## config.mk

```make
export PLATFORM = sky130hd
export DESIGN_NAME = bomb_blast_ctrl_flat
export DESIGN_NICKNAME = d
export VERILOG_FILES = /design/src/rtl/bomb_blast_ctrl_pkg.sv /design/src/rtl/bomb_blast_ctrl_if.sv /design/src/rtl/blast_flame_walker.sv /design/src/rtl/bomb_blast_ctrl.sv /design/src/flat_wrapper.sv
export SDC_FILE = /design/constraint.sdc
export NUM_CORES = 1
export LEC_CHECK = 0
export ABC_CLOCK_PERIOD_IN_PS = 7000
export BUFFER_PORTS_ARGS = -buffer_cell sky130_fd_sc_hd__buf_2
export CAP_MARGIN = 20
export CORE_UTILIZATION = 40
export DETAILED_ROUTE_END_ITERATION = 8
export PLACE_DENSITY = 0.58
export SLEW_MARGIN = 0
export SYNTH_ARGS = -nofsm -noshare
export SYNTH_HDL_FRONTEND = slang
export SYNTH_SLANG_ARGS = --single-unit
```

## constraint.sdc

```tcl
create_clock -name Clk -period 7 [get_ports Clk]
set_input_delay 0.7 -clock Clk [delete_from_list [all_inputs] [get_ports Clk]]
set_output_delay 0.7 -clock Clk [all_outputs]
set_load 0.02 [all_outputs]
```

## src/rtl/bomb_blast_ctrl_pkg.sv

```systemverilog
// bomberman_pkg: grid geometry, the cell index helper, and the enums shared
// by the bomb blast controller, its flame walker and its bus interface.
//   GRID_W, GRID_H, CELLS : 12 x 12 grid, 144 cells
//   cell_idx(x,y)         : bit position of cell (x,y); row 0 sits at the MSBs
//   dir_t                 : blast walk direction, visited in enum order
//   blast_state_t         : controller state
package bomberman_pkg;
    localparam int GRID_W = 12;
    localparam int GRID_H = 12;
    localparam int CELLS  = 144;

    typedef enum logic [1:0] {UP, DOWN, LEFT, RIGHT} dir_t;
    typedef enum logic [1:0] {IDLE, FUSE, PROP, FLAME} blast_state_t;

    // Only meaningful for in-grid coordinates; callers guard off-grid cells.
    function automatic logic [7:0] cell_idx(input logic [3:0] x, input logic [3:0] y);
        return 8'(CELLS - 1 - (GRID_W * int'(y) + int'(x)));
    endfunction
endpackage

```

## src/rtl/bomb_blast_ctrl_if.sv

```systemverilog
// Bus between the wall-map/placement source and bomb_blast_ctrl.
//   master : drives Frame_Tick, Wall_Map_In, Place_Req/X/Y, Range
//            (and Detonate when REMOTE_DETONATE_EN is defined)
//   slave  : drives Place_Ack/Nack, Bomb_Active/X/Y, Flame_Active,
//            Flame_Map, Blast_Done
// Macro REMOTE_DETONATE_EN adds the Detonate signal.
interface bomb_blast_ctrl_if;
    import bomberman_pkg::*;

    logic             Frame_Tick;
    logic [CELLS-1:0] Wall_Map_In;
    logic             Place_Req;
    logic [3:0]       Place_X;
    logic [3:0]       Place_Y;
    logic [1:0]       Range;
`ifdef REMOTE_DETONATE_EN
    logic             Detonate;
`endif
    logic             Place_Ack;
    logic             Place_Nack;
    logic             Bomb_Active;
    logic [3:0]       Bomb_X;
    logic [3:0]       Bomb_Y;
    logic             Flame_Active;
    logic [CELLS-1:0] Flame_Map;
    logic             Blast_Done;

    modport master (
        output Frame_Tick, Wall_Map_In, Place_Req, Place_X, Place_Y, Range,
`ifdef REMOTE_DETONATE_EN
        output Detonate,
`endif
        input  Place_Ack, Place_Nack, Bomb_Active, Bomb_X, Bomb_Y,
        input  Flame_Active, Flame_Map, Blast_Done
    );

    modport slave (
        input  Frame_Tick, Wall_Map_In, Place_Req, Place_X, Place_Y, Range,
`ifdef REMOTE_DETONATE_EN
        input  Detonate,
`endif
        output Place_Ack, Place_Nack, Bomb_Active, Bomb_X, Bomb_Y,
        output Flame_Active, Flame_Map, Blast_Done
    );
endinterface

```

## src/rtl/blast_flame_walker.sv

```systemverilog
// Blast walker: on start, marks the centre cell, then walks up, down, left,
// right one candidate cell per cycle, up to rng steps each, stopping a
// direction at the grid edge or a wall in the snapshot.
//   clk, rst_n : clock, async active-low reset
//   start      : one-cycle pulse, begins a walk (accumulator cleared)
//   clear      : one-cycle pulse, drops the accumulator and aborts
//   cx, cy     : centre cell (in-grid)
//   rng        : clamped reach, 1..MAX_RANGE
//   walls      : wall snapshot
//   done       : high in the cycle the last candidate is evaluated
//   map        : accumulated flame cells
module blast_flame_walker
    import bomberman_pkg::*;
#(
    parameter int RW = 2
) (
    input  logic             clk,
    input  logic             rst_n,
    input  logic             start,
    input  logic             clear,
    input  logic [3:0]       cx,
    input  logic [3:0]       cy,
    input  logic [RW-1:0]    rng,
    input  logic [CELLS-1:0] walls,
    output logic             done,
    output logic [CELLS-1:0] map
);
    logic             busy, centre_ph, off, blocked, last;
    dir_t             dir;
    logic [RW-1:0]    step;
    logic [3:0]       px, py, nx, ny;
    logic [7:0]       cand_idx;
    logic [CELLS-1:0] acc;

    // Candidate = cursor moved one cell; the edge test comes first so the
    // 4-bit coordinate never wraps into a bogus in-grid cell.
    always_comb begin
        nx  = px;
        ny  = py;
        off = 1'b0;
        case (dir)
            UP:    begin off = (py == 4'd0);              ny = py - 4'd1; end
            DOWN:  begin off = (py == 4'(GRID_H - 1));    ny = py + 4'd1; end
            LEFT:  begin off = (px == 4'd0);              nx = px - 4'd1; end
            RIGHT: begin off = (px == 4'(GRID_W - 1));    nx = px + 4'd1; end
            default: off = 1'b1;
        endcase
        cand_idx = cell_idx(nx, ny);
        blocked  = off ? 1'b1 : walls[cand_idx];
        last     = blocked || (step == rng);
        done     = busy && !centre_ph && last && (dir == RIGHT);
    end

    always_ff @(posedge clk or negedge rst_n) begin
        if (!rst_n) begin
            busy      <= 1'b0;
            centre_ph <= 1'b0;
            dir       <= UP;
            step      <= RW'(1);
            px        <= '0;
            py        <= '0;
            acc       <= '0;
        end else if (clear) begin
            busy <= 1'b0;
            acc  <= '0;
        end else if (start) begin
            busy      <= 1'b1;
            centre_ph <= 1'b1;
            dir       <= UP;
            step      <= RW'(1);
            px        <= cx;
            py        <= cy;
            acc       <= '0;
        end else if (busy) begin
            if (centre_ph) begin
                acc[cell_idx(cx, cy)] <= 1'b1;
                centre_ph             <= 1'b0;
            end else begin
                if (!blocked) begin
                    acc[cand_idx] <= 1'b1;
                    px            <= nx;
                    py            <= ny;
                end
                if (last) begin
                    // Next direction restarts from the centre.
                    step <= RW'(1);
                    px   <= cx;
                    py   <= cy;
                    if (dir == RIGHT) busy <= 1'b0;
                    else              dir  <= dir_t'(dir + 2'd1);
                end else begin
                    step <= step + 1'b1;
                end
            end
        end
    end

    assign map = acc;
endmodule

```

## src/rtl/bomb_blast_ctrl.sv

```systemverilog
// bomb_blast_ctrl: single-bomb controller. Accepts a placement on a clear
// in-grid cell, counts the fuse in frame ticks, runs the blast walker on a
// snapshot of the wall map, then shows the flame map for FLAME_FRAMES ticks.
//   Clk, Reset_n : clock, async active-low reset
//   bus (slave)  : placement request/response, wall map, frame tick, status
//                  and flame map (see bomb_blast_ctrl_if)
// Macro REMOTE_DETONATE_EN: Detonate in FUSE cuts the fuse short.
module bomb_blast_ctrl
    import bomberman_pkg::*;
#(
    parameter int FUSE_FRAMES  = 180,
    parameter int FLAME_FRAMES = 30,
    parameter int MAX_RANGE    = 3
) (
    input  logic              Clk,
    input  logic              Reset_n,
    bomb_blast_ctrl_if.slave  bus
);
    localparam int CW = $clog2(((FUSE_FRAMES > FLAME_FRAMES) ? FUSE_FRAMES : FLAME_FRAMES) + 1);
    localparam int RW = $clog2(MAX_RANGE + 1);

    blast_state_t     state;
    logic [CW-1:0]    fuse_cnt, flame_cnt;
    logic [3:0]       bomb_x, bomb_y;
    logic [RW-1:0]    rng, rng_clamped;
    logic [CELLS-1:0] snap, walk_map;
    logic             place_ack, place_nack, bomb_active, flame_active, blast_done;
    logic             in_grid, target_ok, detonate, fire, flame_end, walk_done;
    logic [7:0]       tgt_idx;

`ifdef REMOTE_DETONATE_EN
    assign detonate = bus.Detonate;
`else
    assign detonate = 1'b0;
`endif

    always_comb begin
        in_grid   = (bus.Place_X < 4'(GRID_W)) && (bus.Place_Y < 4'(GRID_H));
        tgt_idx   = cell_idx(bus.Place_X, bus.Place_Y);
        target_ok = in_grid ? !bus.Wall_Map_In[tgt_idx] : 1'b0;
        if (bus.Range == 2'd0)                 rng_clamped = RW'(1);
        else if (int'(bus.Range) > MAX_RANGE)  rng_clamped = RW'(MAX_RANGE);
        else                                   rng_clamped = RW'(bus.Range);
        fire      = (state == FUSE) &&
                    ((bus.Frame_Tick && (fuse_cnt == CW'(FUSE_FRAMES - 1))) || detonate);
        flame_end = (state == FLAME) && bus.Frame_Tick &&
                    (flame_cnt == CW'(FLAME_FRAMES - 1));
    end

    always_ff @(posedge Clk or negedge Reset_n) begin
        if (!Reset_n) begin
            state        <= IDLE;
            fuse_cnt     <= '0;
            flame_cnt    <= '0;
            bomb_x       <= '0;
            bomb_y       <= '0;
            rng          <= '0;
            snap         <= '0;
            place_ack    <= 1'b0;
            place_nack   <= 1'b0;
            bomb_active  <= 1'b0;
            flame_active <= 1'b0;
            blast_done   <= 1'b0;
        end else begin
            place_ack  <= 1'b0;
            blast_done <= 1'b0;
            case (state)
                IDLE: begin
                    if (!bus.Place_Req) begin
                        place_nack <= 1'b0;
                    end else if (target_ok) begin
                        place_ack   <= 1'b1;
                        place_nack  <= 1'b0;
                        bomb_x      <= bus.Place_X;
                        bomb_y      <= bus.Place_Y;
                        rng         <= rng_clamped;
                        snap        <= bus.Wall_Map_In;
                        fuse_cnt    <= '0;
                        bomb_active <= 1'b1;
                        state       <= FUSE;
                    end else begin
                        // Held bad request: Nack alternates high/low.
                        place_nack <= !place_nack;
                    end
                end
                FUSE: begin
                    if (fire) begin
                        fuse_cnt    <= '0;
                        bomb_active <= 1'b0;
                        state       <= PROP;
                    end else if (bus.Frame_Tick) begin
                        fuse_cnt <= fuse_cnt + 1'b1;
                    end
                end
                PROP: begin
                    // Flame goes visible on the same edge that writes the
                    // last walker mark, so no partial map is ever shown.
                    if (walk_done) begin
                        flame_cnt    <= '0;
                        flame_active <= 1'b1;
                        state        <= FLAME;
                    end
                end
                FLAME: begin
                    if (flame_end) begin
                        flame_cnt    <= '0;
                        flame_active <= 1'b0;
                        blast_done   <= 1'b1;
                        state        <= IDLE;
                    end else if (bus.Frame_Tick) begin
                        flame_cnt <= flame_cnt + 1'b1;
                    end
                end
                default: state <= IDLE;
            endcase
        end
    end

    blast_flame_walker #(.RW(RW)) u_walker (
        .clk   (Clk),
        .rst_n (Reset_n),
        .start (fire),
        .clear (flame_end),
        .cx    (bomb_x),
        .cy    (bomb_y),
        .rng   (rng),
        .walls (snap),
        .done  (walk_done),
        .map   (walk_map)
    );

    assign bus.Place_Ack    = place_ack;
    assign bus.Place_Nack   = place_nack;
    assign bus.Bomb_Active  = bomb_active;
    assign bus.Bomb_X       = bomb_x;
    assign bus.Bomb_Y       = bomb_y;
    assign bus.Flame_Active = flame_active;
    assign bus.Flame_Map    = flame_active ? walk_map : '0;
    assign bus.Blast_Done   = blast_done;
endmodule
```

## src/flat_wrapper.sv

```systemverilog
// flat-port wrapper written by rule: the top's interface ports become plain ports
module bomb_blast_ctrl_flat import bomberman_pkg::*;
#(
    parameter int FUSE_FRAMES  = 180,
    parameter int FLAME_FRAMES = 30,
    parameter int MAX_RANGE    = 3
)
  (Clk, Reset_n, bus_Frame_Tick, bus_Wall_Map_In, bus_Place_Req, bus_Place_X, bus_Place_Y, bus_Range, bus_Place_Ack, bus_Place_Nack, bus_Bomb_Active, bus_Bomb_X, bus_Bomb_Y, bus_Flame_Active, bus_Flame_Map, bus_Blast_Done);
  bomb_blast_ctrl_if bus_i ();
  input  logic Clk;
  input  logic Reset_n;
  input wire logic [$bits(bus_i.Frame_Tick)-1:0] bus_Frame_Tick;
  input wire logic [$bits(bus_i.Wall_Map_In)-1:0] bus_Wall_Map_In;
  input wire logic [$bits(bus_i.Place_Req)-1:0] bus_Place_Req;
  input wire logic [$bits(bus_i.Place_X)-1:0] bus_Place_X;
  input wire logic [$bits(bus_i.Place_Y)-1:0] bus_Place_Y;
  input wire logic [$bits(bus_i.Range)-1:0] bus_Range;
  output wire logic [$bits(bus_i.Place_Ack)-1:0] bus_Place_Ack;
  output wire logic [$bits(bus_i.Place_Nack)-1:0] bus_Place_Nack;
  output wire logic [$bits(bus_i.Bomb_Active)-1:0] bus_Bomb_Active;
  output wire logic [$bits(bus_i.Bomb_X)-1:0] bus_Bomb_X;
  output wire logic [$bits(bus_i.Bomb_Y)-1:0] bus_Bomb_Y;
  output wire logic [$bits(bus_i.Flame_Active)-1:0] bus_Flame_Active;
  output wire logic [$bits(bus_i.Flame_Map)-1:0] bus_Flame_Map;
  output wire logic [$bits(bus_i.Blast_Done)-1:0] bus_Blast_Done;
  assign bus_i.Frame_Tick = bus_Frame_Tick;
  assign bus_i.Wall_Map_In = bus_Wall_Map_In;
  assign bus_i.Place_Req = bus_Place_Req;
  assign bus_i.Place_X = bus_Place_X;
  assign bus_i.Place_Y = bus_Place_Y;
  assign bus_i.Range = bus_Range;
  assign bus_Place_Ack = bus_i.Place_Ack;
  assign bus_Place_Nack = bus_i.Place_Nack;
  assign bus_Bomb_Active = bus_i.Bomb_Active;
  assign bus_Bomb_X = bus_i.Bomb_X;
  assign bus_Bomb_Y = bus_i.Bomb_Y;
  assign bus_Flame_Active = bus_i.Flame_Active;
  assign bus_Flame_Map = bus_i.Flame_Map;
  assign bus_Blast_Done = bus_i.Blast_Done;
  bomb_blast_ctrl #(.FUSE_FRAMES(FUSE_FRAMES), .FLAME_FRAMES(FLAME_FRAMES), .MAX_RANGE(MAX_RANGE)) u_core (.Clk(Clk), .Reset_n(Reset_n), .bus(bus_i));
endmodule
```

==> results of run 1 <==
## layout make-up
class,count,area (um2)
multi-input cells,1559,10000
well taps,607,759
diodes,1,2.50
flip-flops and latches,335,8390
fillers,4451,24300
inverters,56,213
clock inverters,12,204
repair buffers,344,1890
clock buffers,55,1160
## layer usage
layer	up-vias	wire length (um)	global-route usage, %
met5	-	26	0
met4	4	2140	9.50
met3	120	4930	4.49
met2	791	30500	42.7
met1	8540	27900	36.0
li1	7975	-	-
## flip-flops by register name, indices dropped and copies added, names as in the netlist, 2 cells and up
register / cells
u_core.bus.Bomb_X: 4
u_core.bus.Bomb_Y: 4
u_core.flame_cnt: 8
u_core.fuse_cnt: 8
u_core.rng: 2
u_core.snap: 144
u_core.state: 2
u_core.u_walker.dir: 2
u_core.u_walker.map: 144
u_core.u_walker.px: 4
u_core.u_walker.py: 4
u_core.u_walker.step: 2
## kinds of logic after synthesis
logic type | synth area share, %
flops | 43.7
simple gates | 19.3
mux | 6.55
buf+inv | 4.52
xor+xnor | 1.77
compound gates | 20.0
fa+ha+maj | 4.17
## worst paths after layout
| path | endpoint | slack (ns) | depth (start not counted) |
|---|---|---|---|
| max in group asynchronous | u_core.snap[135] | 5.55 | 2 |
| min | u_core.u_walker.map[42] | 0.12 | 1 |
| min in group Clk | u_core.snap[47] | 0.34 | 3 |
| min reg2reg | u_core.snap[66] | 0.47 | 2 |
| max | u_core.u_walker.map[45] | 0.72 | 20 |
| max reg2reg | u_core.u_walker.map[45] | 0.72 | 20 |
## cells in the final DEF (no fill, tap or decap), types with 5 or more instances in the layout
cell type	count
clkbuf_16	40
a21o_1	11
buf_4	24
o211ai_1	7
mux2_2	27
mux4_2	31
a31oi_1	5
nor2_1	54
or3_1	6
fa_1	5
a41oi_1	7
o21ai_1	14
clkbuf_8	10
xnor2_1	24
o22ai_1	212
a311oi_1	6
xor2_1	11
inv_1	55
and2_1	147
nor3_1	17
ha_1	56
bufinv_16	5
and3_1	9
nand2_1	537
nand3_1	22
buf_12	5
a22oi_1	10
clkbuf_1	5
o21ai_0	59
dfrtp_1	333
buf_2	313
a21oi_1	35
nand4_1	8
a22o_1	146
mux2i_1	18
## metrics by stage
stage | worst slack, ns | cells | hold WS (ns) | util [%] | area [um2]
after CTS | 0.750 | 2967 | 0.122 | 48.1 | 22600
after detailed placement | 0.770 | 2900 | 0.460 | 45.2 | 21200
after floorplan | 1.91 | 2090 | 0.404 | - | 19200
after global routing | 0.323 | 2968 | 0.160 | 48.2 | 22600
after global placement | 0.866 | 2900 | 0.455 | 45.2 | 21200
final | 0.720 | 2969 | 0.117 | 48.2 | 22600
==> impl_metrics.tcl, run 1 <==
set metrics [dict create \
    status "completed" \
    rsz0062_at_grt "no" \
    num_io_pins 315 \
    grt_usage_pct 26.5 \
    cap_viol_max_count 0 \
    syn-num-nets 2309 \
    crit_fanout 144 \
    cts_tree "done" \
    grt_first_pass_wirelength_um 101000 \
    grt_antenna_before_repair 3 \
    min_path_type "primary input to async pin" \
    cts_buffer_depth 3 \
    avgSynthCellArea_um2 9.19 \
    ys_ff_latch 335 \
    ctsHoldBuffers 0 \
    place_hpwl_um 45700 \
    overflow 0 \
    ys_warn_count 0 \
    final-max-slew-violation-count 0 \
    worstPathCellList "ha_1 > inv_1 > ha_1 > a21o_1 > a21oi_1 > nand3_1 > o21ai_0 > xnor2_1 > ha_1 > ha_1 > xor2_1 > a21oi_2 > o21ai_1 > a41oi_1 > a2111oi_1 > a2bb2oi_2 > a31oi_2 > nor4_4 > buf_12 > a22o_1" \
    cp_data_required_time_ns 7.49 \
    die_w_um 221 \
    core_um2 47000 \
    die_y_um 221 \
    drt_iter0_markers 1924 \
    avgViaCountPerCell 5.87 \
    min_period_over_period_pct 89.7 \
    ctsRootBufferMaster "clkbuf_16" \
    synthArstFlopShare_pct 100 \
    crit_buf_inv 2 \
    clock-sinks 335 \
    max_freq_mhz 159 \
    via_count 17400 \
    nets 2554 \
    fp-row-count 79 \
    finalClockSkew_ns 0.0153 \
    relSlewSlack_pct 30.8 \
    place_congestion 0.871 \
    wl_per_cell_um 22.1 \
    critPathSlowestCell "a21oi_2" \
    drcViolationCount 0 \
    first_pass_iters 5 \
    synthTopCellsByArea "dfrtp_1, nand2_1, o22ai_1" \
    finalHoldViolCount 0 \
    worstSetupEndpointType "flip-flop" \
    port_buffers 314 \
    tritoncts.num_buffers 39 \
    synth_largest_area_cell "dfrtp_1" \
    synth.cell_area_um2 19200 \
    ys_types 76 \
    period_needed_ns 6.28 \
    critical-path-top-delay-family "compound AO/OA/AOI/OAI gates" \
    startpoint "u_core.u_walker.dir[0]" \
    synth-edff-count 0 \
    slowest_delay_ns 0.75 \
    start_util_pct 40.9 \
    fin_setup_tns_ns 0 \
    critPathKind "flip-flop to flip-flop" \
    netlist_instances 2090 \
    layout-drive-gt1-share_pct 20.7 \
    yosysSeqAreaShare_pct 43.7 \
    die-area_um2 48900 \
    area_delta_synth_final_pct 17.7 \
    synth_common_cells "nand2_1, dfrtp_1, o22ai_1, and2_1, a22o_1" \
    grt_max_degree 162 \
    wirelength_um 65600 \
    netlist.area_leader.share_pct 43.5 \
    crit_top_cell "ha_1" \
    worst_pin_slew_ns 1.04 \
    synth_top_flop_cell "dfrtp_1" \
    post-cts-setup-buffers 0 \
    clk_transition_reported_paths_ns 0.06 \
    setup_viol 0 \
    critPathLaunchType "flip-flop" \
    yosysMostFrequentCell "nand2_1" \
    ant_nets 0 \
    htreeDepth 2 \
    worstPathArrival_ns 6.78 \
    grt_pass1_vias 16900 \
    ctsResizeCount 0 \
    insertion_delay_ns 0.57 \
    r2r_start "u_core.u_walker.dir[0]" \
]
Power of run 1 is left out: the tool's default activity adds up to more than one toggle a clock period on the data nets, which glitch-free logic cannot reach.
==> run 2, diff against run 1 <==
- RECOVER_POWER: unset -> 50
==> run 2 against run 1 <==
  * Worst setup slack worse by 0.0059 ns
  * Non-clock buffer count unchanged
  * Maximum frequency barely moved
  * The run now ends with capacitance limit, slew limit left
==> impl_metrics.tcl, run 2 (synthesis results as in run 1) <==
set metrics [dict create \
    grt_usage_pct 26.5 \
    wl_met1_um 28200 \
    hold_start "bus_Wall_Map_In[47]" \
    post-cts-setup-buffers 0 \
    die_y_um 221 \
    r2r_slack_ns 0.71 \
    wl_per_cell_um 22.1 \
    violations "capacitance limit, slew limit" \
    core_um2 47000 \
    reg2reg_depth 20 \
    cp_data_required_time_ns 7.49 \
    worstPathArrival_ns 6.78 \
    nets 2554 \
    clk_transition_reported_paths_ns 0.06 \
    cts_tree "done" \
    die_w_um 221 \
    fin_setup_tns_ns 0 \
    post-route-util_pct 48.0 \
    place_congestion 0.871 \
    r2r-end "u_core.u_walker.map[45]" \
    clock-sinks 335 \
    min_path_type "primary input to flip-flop" \
    status "finished with violations" \
    num_io_pins 315 \
    setup_viol 0 \
    via_count 17400 \
    max_freq_mhz 159 \
    wirelength_um 65700 \
    final-max-slew-violation-count 277 \
    overflow 0 \
    final_cell_mix "nand2_1, dfrtp_1, buf_2" \
    wl_met2_um 30300 \
    min_path_cells 3 \
    crit_fanout 144 \
    first_pass_iters 6 \
    layout-drive-gt1-share_pct 18.3 \
    r2r_start "u_core.u_walker.dir[0]" \
    timing.final.ws_setup_ns 0.714 \
    ant_nets 0 \
    avgViaCountPerCell 5.87 \
    port_buffers 314 \
    cap_viol_max_count 3 \
    drcViolationCount 0 \
    area_delta_synth_final_pct 17.3 \
    finalHoldViolCount 0 \
    critPathLaunchType "flip-flop" \
    grt_antenna_before_repair 3 \
    die-area_um2 48900 \
    finalClockSkew_ns 0.0142 \
    place_hpwl_um 45700 \
    ctsHoldBuffers 0 \
    grt_first_pass_wirelength_um 101000 \
    htreeDepth 2 \
    dp.cells 2900 \
    ctsRootBufferMaster "clkbuf_16" \
    rsz0062_at_grt "no" \
    fp-row-count 79 \
    min_period_over_period_pct 89.8 \
    worst_pin_slew_ns 4.38 \
    cts_buffer_depth 3 \
    final_common_cell "nand2_1" \
    insertion_delay_ns 0.57 \
    grt_pass1_vias 16900 \
    top_layer "met5" \
    relSlewSlack_pct -192 \
    grt_max_degree 162 \
    ctsResizeCount 0 \
    pre_cts_slack_ns 0.770 \
    critPathKind "flip-flop to flip-flop" \
    final_cells 2969 \
    tritoncts.num_buffers 39 \
    worstSetupEndpointType "flip-flop" \
    drt_iter0_markers 1896 \
    period_needed_ns 6.29 \
    start_util_pct 40.9 \
    wl_met3_um 4920 \
    min_to "u_core.snap[47]" \
]
-- run 2: worst max-delay path by stage --
| stage | start | endpoint | cells past startpoint |
|---|---|---|---|
| after global routing | u_core.u_walker.dir[0] | u_core.u_walker.map[56] | 20 |
| after detailed placement | u_core.u_walker.dir[0] | u_core.u_walker.map[134] | 20 |
| final | u_core.u_walker.dir[0] | u_core.u_walker.map[45] | 20 |
| after floorplan | u_core.u_walker.dir[1] | u_core.u_walker.px[2] | 23 |
| after global placement | u_core.u_walker.dir[0] | u_core.u_walker.map[45] | 20 |
| after CTS | u_core.u_walker.dir[0] | u_core.u_walker.map[45] | 20 |
-- run 2: worst max-delay path: stages (launching register included) --
cell	delay, ns
dfrtp_1	0.41
ha_1	0.52
inv_1	0.20
ha_1	0.32
a21o_1	0.18
a21oi_1	0.17
nand3_1	0.10
o21ai_0	0.12
xnor2_1	0.18
ha_1	0.27
ha_1	0.37
xor2_1	0.22
a21oi_2	0.76
o21ai_1	0.28
a41oi_1	0.40
a2111oi_1	0.11
a2bb2oi_2	0.35
a31oi_2	0.20
nor4_4	0.21
buf_12	0.49
a22o_1	0.23
-- run 2: per-layer routing --
metal | track usage [%] | up-vias
met5 | 0 | -
met2 | 42.7 | 808
met4 | 9.50 | 4
met1 | 36.0 | 8497
met3 | 4.49 | 137
li1 | - | 7971
-- run 2: cell type report --
type / instances / area [um2]
Multi-Input combinational cell: 1559 / 9990
Tap cell: 607 / 759
Antenna cell: 1 / 2.50
Sequential cell: 335 / 8380
Timing Repair Buffer: 344 / 1810
Clock inverter: 12 / 204
Fill cell: 4486 / 24400
Inverter: 56 / 213
Clock buffer: 55 / 1160
-- run 2: metrics by stage --
step / hold WS (ns) / cell area (um2)
floorplan: 0.404 / 19200
global placement: 0.455 / 21200
detailed placement: 0.460 / 21200
CTS: 0.122 / 22600
global route: 0.337 / 22500
finish: 0.339 / 22500
Power of run 2 is left out for the same reason.
